## config.mk

```make
export PLATFORM = sky130hd
export DESIGN_NAME = mib_mem_req_bridge
export DESIGN_NICKNAME = d
export VERILOG_FILES = /design/src/rtl/mib_mem_req_bridge.sv
export SDC_FILE = /design/constraint.sdc
export NUM_CORES = 1
export LEC_CHECK = 0
export CAP_MARGIN = 10
export CORE_AREA = 2 2 353 215
export CTS_BUF_LIST = sky130_fd_sc_hd__clkbuf_4 sky130_fd_sc_hd__clkbuf_8
export DETAILED_ROUTE_END_ITERATION = 12
export DIE_AREA = 0 0 355 217
export GPL_TIMING_DRIVEN = 0
export PLACE_DENSITY = 0.91
export SLEW_MARGIN = 20
export SYNTH_ARGS = -nofsm -noshare
export SYNTH_HDL_FRONTEND = slang
export SYNTH_SLANG_ARGS = --single-unit
```

## constraint.sdc

```tcl
create_clock -name mc_mibclk -period 8.6 [get_ports mc_mibclk]
set_input_delay 1.29 -clock mc_mibclk [delete_from_list [all_inputs] [get_ports mc_mibclk]]
set_output_delay 1.29 -clock mc_mibclk [all_outputs]
set_load 0.1 [all_outputs]
```

## src/rtl/mib_mem_req_bridge.sv

```systemverilog
// mib_mem_req_bridge: queues local 128-bit requests and issues them
// on the PPC440 MIB command port, returning read data in order.
module mib_mem_req_bridge #(
  parameter int          C_FIFO_DEPTH      = 4,
  parameter int          C_MAX_OUTSTANDING = 4,
  parameter logic [31:0] C_MEM_BASEADDR    = 32'h00000000,
  parameter logic [31:0] C_MEM_HIGHADDR    = 32'h0fffffff
) (
  input  logic          mc_mibclk,
  input  logic          mi_mcreset,
  input  logic          req_valid,
  output logic          req_ready,
  input  logic          req_rnw,
  input  logic [31:0]   req_addr,
  input  logic [15:0]   req_be,
  input  logic [127:0]  req_wdata,
  output logic          rsp_valid,
  output logic [127:0]  rsp_data,
  output logic          rsp_err,
  output logic          addr_err,
  output logic          unexp_rd,
  output logic          mi_mcaddressvalid,
  output logic [0:35]   mi_mcaddress,
  output logic          mi_mcbankconflict,
  output logic          mi_mcrowconflict,
  output logic [0:15]   mi_mcbyteenable,
  output logic [0:127]  mi_mcwritedata,
  output logic          mi_mcreadnotwrite,
  output logic          mi_mcwritedatavalid,
  input  logic          mc_miaddrreadytoaccept,
  input  logic [0:127]  mc_mireaddata,
  input  logic          mc_mireaddataerr,
  input  logic          mc_mireaddatavalid
);

  localparam int AW = $clog2(C_FIFO_DEPTH);
  localparam logic [AW:0] LP_DEPTH = (AW+1)'(C_FIFO_DEPTH);
  localparam logic [AW:0] LP_ONE   = (AW+1)'(1);
  localparam logic [3:0]  LP_MAX   = 4'(C_MAX_OUTSTANDING);

  typedef struct packed {
    logic         rnw;
    logic [31:0]  addr;
    logic [15:0]  be;
    logic [127:0] wdata;
  } ent_t;

  typedef enum logic {S_IDLE, S_ISSUE} st_t;

  ent_t          r_mem [C_FIFO_DEPTH];
  logic [AW-1:0] r_wr, r_rd;
  logic [AW:0]   r_cnt;
  logic          r_ready, r_aerr;
  st_t           r_st, w_st_nxt;
  logic [3:0]    r_out;
  logic          r_av, r_rnw;
  logic [31:0]   r_addr;
  logic [15:0]   r_be;
  logic [127:0]  r_wd;
  logic          r_rv, r_rerr, r_unexp;
  logic [127:0]  r_rdata;

  logic          w_acc, w_in_rng, w_push, w_pop;
  logic          w_load, w_sel_nxt;
  logic          w_inc, w_dec, w_head_ok, w_nxt_ok;
  logic [32:0]   w_lo, w_hi;
  logic [AW:0]   w_cnt_nxt;
  logic [3:0]    w_out_nxt;
  ent_t          w_in_ent, w_head, w_next, w_ld_ent;

  assign w_acc    = req_valid & r_ready;
  assign w_lo     = {1'b0, req_addr} - {1'b0, C_MEM_BASEADDR};
  assign w_hi     = {1'b0, C_MEM_HIGHADDR} - {1'b0, req_addr};
  assign w_in_rng = ~w_lo[32] & ~w_hi[32];
  assign w_push   = w_acc & w_in_rng;
  assign w_in_ent = '{rnw: req_rnw, addr: {req_addr[31:4], 4'h0},
                      be: req_be, wdata: req_wdata};

  assign w_head = r_mem[r_rd];
  assign w_next = r_mem[r_rd + 1'b1];
  assign w_pop  = (r_st == S_ISSUE) & mc_miaddrreadytoaccept;
  assign w_inc  = w_pop & r_rnw;
  assign w_dec  = mc_mireaddatavalid & (r_out != 4'd0);

  always_comb begin
    w_cnt_nxt = r_cnt;
    unique case ({w_push, w_pop})
      2'b10:   w_cnt_nxt = r_cnt + 1'b1;
      2'b01:   w_cnt_nxt = r_cnt - 1'b1;
      default: w_cnt_nxt = r_cnt;
    endcase
  end

  always_comb begin
    w_out_nxt = r_out;
    unique case ({w_inc, w_dec})
      2'b10:   w_out_nxt = r_out + 1'b1;
      2'b01:   w_out_nxt = r_out - 1'b1;
      default: w_out_nxt = r_out;
    endcase
  end

  // follow-on head must already sit in the FIFO and respect the updated read count
  assign w_head_ok = ~w_head.rnw | (r_out < LP_MAX);
  assign w_nxt_ok  = (r_cnt > LP_ONE) & (~w_next.rnw | (w_out_nxt < LP_MAX));

  always_comb begin
    w_st_nxt  = r_st;
    w_load    = 1'b0;
    w_sel_nxt = 1'b0;
    unique case (r_st)
      S_IDLE: begin
        if ((r_cnt != '0) && w_head_ok) begin
          w_st_nxt = S_ISSUE;
          w_load   = 1'b1;
        end
      end
      S_ISSUE: begin
        if (mc_miaddrreadytoaccept) begin
          if (w_nxt_ok) begin
            w_load    = 1'b1;
            w_sel_nxt = 1'b1;
          end else begin
            w_st_nxt = S_IDLE;
          end
        end
      end
      default: w_st_nxt = S_IDLE;
    endcase
  end

  assign w_ld_ent = w_sel_nxt ? w_next : w_head;

  always_ff @(posedge mc_mibclk) begin
    if (w_push) r_mem[r_wr] <= w_in_ent;
  end

  always_ff @(posedge mc_mibclk) begin
    if (mi_mcreset) begin
      r_wr    <= '0;
      r_rd    <= '0;
      r_cnt   <= '0;
      r_ready <= 1'b0;
      r_aerr  <= 1'b0;
      r_st    <= S_IDLE;
    end else begin
      if (w_push) r_wr <= r_wr + 1'b1;
      if (w_pop)  r_rd <= r_rd + 1'b1;
      r_cnt   <= w_cnt_nxt;
      r_ready <= (w_cnt_nxt != LP_DEPTH);
      r_aerr  <= w_acc & ~w_in_rng;
      r_st    <= w_st_nxt;
    end
  end

  always_ff @(posedge mc_mibclk) begin
    if (mi_mcreset) begin
      r_av   <= 1'b0;
      r_rnw  <= 1'b0;
      r_addr <= '0;
      r_be   <= '0;
      r_wd   <= '0;
    end else if (w_load) begin
      r_av   <= 1'b1;
      r_rnw  <= w_ld_ent.rnw;
      r_addr <= w_ld_ent.addr;
      r_be   <= w_ld_ent.rnw ? 16'hFFFF : w_ld_ent.be;
      r_wd   <= w_ld_ent.wdata;
    end else if (w_pop) begin
      r_av <= 1'b0;
    end
  end

  always_ff @(posedge mc_mibclk) begin
    if (mi_mcreset) begin
      r_out   <= '0;
      r_rv    <= 1'b0;
      r_rerr  <= 1'b0;
      r_rdata <= '0;
      r_unexp <= 1'b0;
    end else begin
      r_out  <= w_out_nxt;
      r_rv   <= w_dec;
      r_rerr <= w_dec & mc_mireaddataerr;
      if (w_dec) r_rdata <= mc_mireaddata;
      if (mc_mireaddatavalid && (r_out == 4'd0)) r_unexp <= 1'b1;
    end
  end

  assign req_ready           = r_ready;
  assign addr_err            = r_aerr;
  assign unexp_rd            = r_unexp;
  assign rsp_valid           = r_rv;
  assign rsp_err             = r_rerr;
  assign rsp_data            = r_rdata;
  assign mi_mcaddressvalid   = r_av;
  assign mi_mcaddress        = {4'h0, r_addr};
  assign mi_mcbankconflict   = 1'b0;
  assign mi_mcrowconflict    = 1'b0;
  assign mi_mcbyteenable     = r_be;
  assign mi_mcwritedata      = r_wd;
  assign mi_mcreadnotwrite   = r_rnw;
  assign mi_mcwritedatavalid = r_av & ~r_rnw;

endmodule

```

==> flow_summary.json <==
{
  "grt_overflow": 0,
  "syn-cell-area_mm2": 0.04114,
  "synth_edf_count": 692,
  "yosysWarnings": 0,
  "synth_fa_ha_area_share_pct": 0.3650,
  "finalSetupViolCount": 0,
  "dieArea_mm2": 0.07704,
  "setup-tns-final_ps": 0,
  "dpl.hpwl_um": 84180,
  "vias_per_cell": 6.300,
  "reg2reg_depth": 16,
  "postCtsSetupRepairBufs": 0,
  "holdCritStartpoint": "mi_mcwritedata[126]",
  "fin_crit_ps": 5608,
  "end_kind": "flip-flop",
  "critPathLaunchType": "primary input",
  "synthSimpleGateAreaFrac_pct": 4.568,
  "report.final.slew_viol_count": 0,
  "cts_tree": "yes",
  "cts_made_buffers": 144,
  "rsz0062_at_grt": "false",
  "cp-startpoint": "mc_mireaddatavalid",
  "ys_ff_latch": 1013,
  "detail-route-antenna-nets": 0,
  "nNetsFinal": 3693,
  "ctsResizeCount": 0,
  "grt_pass1_vias": 28490,
  "remaining_drc_errors": 0,
  "arrival_ps": 6300,
  "drv_cap": 0,
  "htreeDepth": 4,
  "synth_top_family_by_area": "multiplexers",
  "syn_area_per_cell_um2": 15.90,
  "place.gp.congestion": 0.9135,
  "port_buffers": 613,
  "max-slew-margin-rel_pct": 20.14,
  "cts_hold_buf": 0,
  "synth_compound_area_share_pct": 7.451,
  "synthCells": 2587,
  "critical_path.max_fanout": 12,
  "min_to": "mi_mcwritedata[126]",
  "rr_startpoint": "r_out[1]",
  "ir_drop_uv": 158.1,
  "final_common_cell": "edfxtp_1",
  "fillers": 4526,
  "power.leakage_nw": 16.01,
  "worstReg2RegEnd": "mi_mcwritedata[28]",
  "final_cell_mix": "edfxtp_1, clkdlybuf4s50_1, nand2_1, mux4_2, dfxtp_1",
  "status": "finished clean",
  "seq_area_frac_synth_pct": 66.13,
  "async_flop_share_pct": 0,
  "clock_latency_ps": 800,
  "critPathKind": "primary input to flip-flop",
  "grt_pass1_wl_um": 178200,
  "vias": 28450,
  "cts-root-buf": "clkbuf_8",
  "core_area_mm2": 0.07437,
  "ios": 629,
  "antenna_found_initial": 25,
  "drive_gt1_share_pct": 19.51,
  "finClkSkew_ps": 42.64,
  "reg2reg_slack_ps": 3470,
  "worstMarginPinSlew_ps": 1194,
  "synthMuxAreaShare_pct": 19.16,
  "fmax_mhz": 178.3,
  "path_clk_slew_ps": 60,
  "grt_max_degree": 50,
  "min_path_cells": 2,
  "wire_per_inst_um": 26.92,
  "cp_data_required_time_ps": 9290,
  "hold_viol": 0,
  "finalCritPeriodShare_pct": 65.21,
  "wirelength_um": 121600,
  "die_y_um": 217,
  "die_x_um": 355,
  "area_delta_synth_final_pct": 26.70,
  "synth-xor-area-share_pct": 0.1064,
  "synth_cell_types": 48,
  "synth-main-ff-cell": "edfxtp_1",
  "clk_path_buf_depth": 3,
  "grt_use_total_pct": 31.13,
  "post-route-util_pct": 70.09,
  "dr.pass1.iters": 6,
  "clock-sinks": 1013,
  "initial_core_util_pct": 55.32,
  "fp-row-count": 78,
  "power.density_mw_per_mm2": 183.3,
  "dr.first_iter.drc_count": 3599,
  "hold_path.class": "flip-flop to flip-flop"
}
[state kept, by name (all words and copies together) (netlist names), named ones only]
signal / flops
addr_err: 1
r_out: 4
mi_mcwritedata: 128
mi_mcbyteenable: 16
unexp_rd: 1
r_wr: 2
mi_mcreadnotwrite: 1
req_ready: 1
r_mem: 692
r_rd: 2
r_addr: 28
rsp_valid: 1
r_st: 1
rsp_err: 1
mi_mcaddressvalid: 1
rsp_data: 128
r_cnt: 3
[per-layer routing]
layer | global-route usage [%] | vias up | routed length (µm)
met5 | 0 | - | 100
li1 | - | 11800 | -
met2 | 48.71 | 1948 | 57600
met4 | 13.11 | 16 | 5063
met3 | 9.904 | 332 | 14630
met1 | 40.66 | 14350 | 44170
[worst max path at each step]
stage                                     to  slack, ps  cells past startpoint
after detailed placement  mi_mcwritedata[28]       2230                     16
after global placement         r_mem[1][145]      -2930                      5
after global routing      mi_mcwritedata[28]       2840                     16
after floorplan                  r_mem[0][0]       2030                      4
after CTS                 mi_mcwritedata[28]       3090                     16
final                     mi_mcwritedata[28]       2990                     16
[final cells by class]
class / instances / area [µm²] / area share (%)
Sequential cell: 1013 / 27210 / 52.20
Antenna cell: 25 / 62.56 / 0.1200
Clock inverter: 44 / 346.6 / 0.6649
Timing Repair Buffer: 628 / 6489 / 12.45
Inverter: 14 / 52.55 / 0.1008
Clock buffer: 223 / 2781 / 5.336
Buffer: 209 / 859.6 / 1.649
Tap cell: 1000 / 1251 / 2.400
Multi-Input combinational cell: 1360 / 13080 / 25.08
[through the flow]
stage,area [µm²],hold slack (ps),std cells,setup slack (ps),power [mW]
6_report,52120,448.6,4516,2992,9.553
5_1_grt,52090,466.2,4503,2843,9.814
4_1_cts,52070,452.4,4491,3086,9.583
3_5_place_dp,48940,444.6,4224,2234,5.575
3_3_place_gp,48560,438.3,4209,-2929,5.566
2_1_floorplan,41170,490.8,2596,2026,5.374
[synthesized netlist by cell type (3+ instances only)]
library cell  number  area share [%]
o21ai_0            9            0.11
mux4_2           346              19
nor2_1            18            0.16
nor3_1             9            0.11
o22a_1             7            0.15
mux2i_1            9            0.22
nand2_1          428             3.9
buf_2             24            0.29
inv_1             12            0.11
buf_1              4           0.036
dfxtp_1          321              16
a41oi_1            3           0.064
a211oi_1           7            0.13
o31ai_1            3           0.055
buf_4             11            0.20
and2_1             7            0.11
a21oi_1          293             3.6
edfxtp_1         692              51
a22oi_1          158             2.9
o221a_2            7            0.19
ha_1              12            0.36
nor2b_1            4           0.061
clkbuf_1         170             1.6
xnor2_1            3           0.064
and3_1             3           0.046
[power breakdown]
part | switching, mW | internal, mW | total, mW | leakage, nW
Sequential | 0.00379 | 5.20 | 5.21 | 8.81
Clock | 1.88 | 2.20 | 4.08 | 1.67
Combinational | 0.131 | 0.138 | 0.269 | 5.53
Total | 2.02 | 7.54 | 9.55 | 16.0
[worst max-delay path: stages]
cell	delay, ps
clkdlybuf4s50_1	570
o41ai_4	170
inv_2	200
clkbuf_1	720
nand2_1	150
xnor2_1	200
ha_1	180
a21oi_1	60
a21boi_0	150
or4_1	540
and4_4	230
a21oi_4	420
buf_2	760
buf_2	370
nand2_1	90
a21oi_1	190
[logic make-up (layout without fill, tap and decap cells)]
| group | after synthesis | count (layout) |
|---|---|---|
| xor gates and xnor gates | 5 | 5 |
| muxes | 355 | 355 |
| adders and majority gates | 12 | 12 |
| DFF | 1013 | 1013 |
| AOI/OAI and AO/OA | 499 | 499 |
| and+or+nand+nor | 479 | 479 |
| buffers and inverters | 223 | 1118 |
| other | 1 | 35 |
No activity file was read; power rests on OpenSTA's default activity.
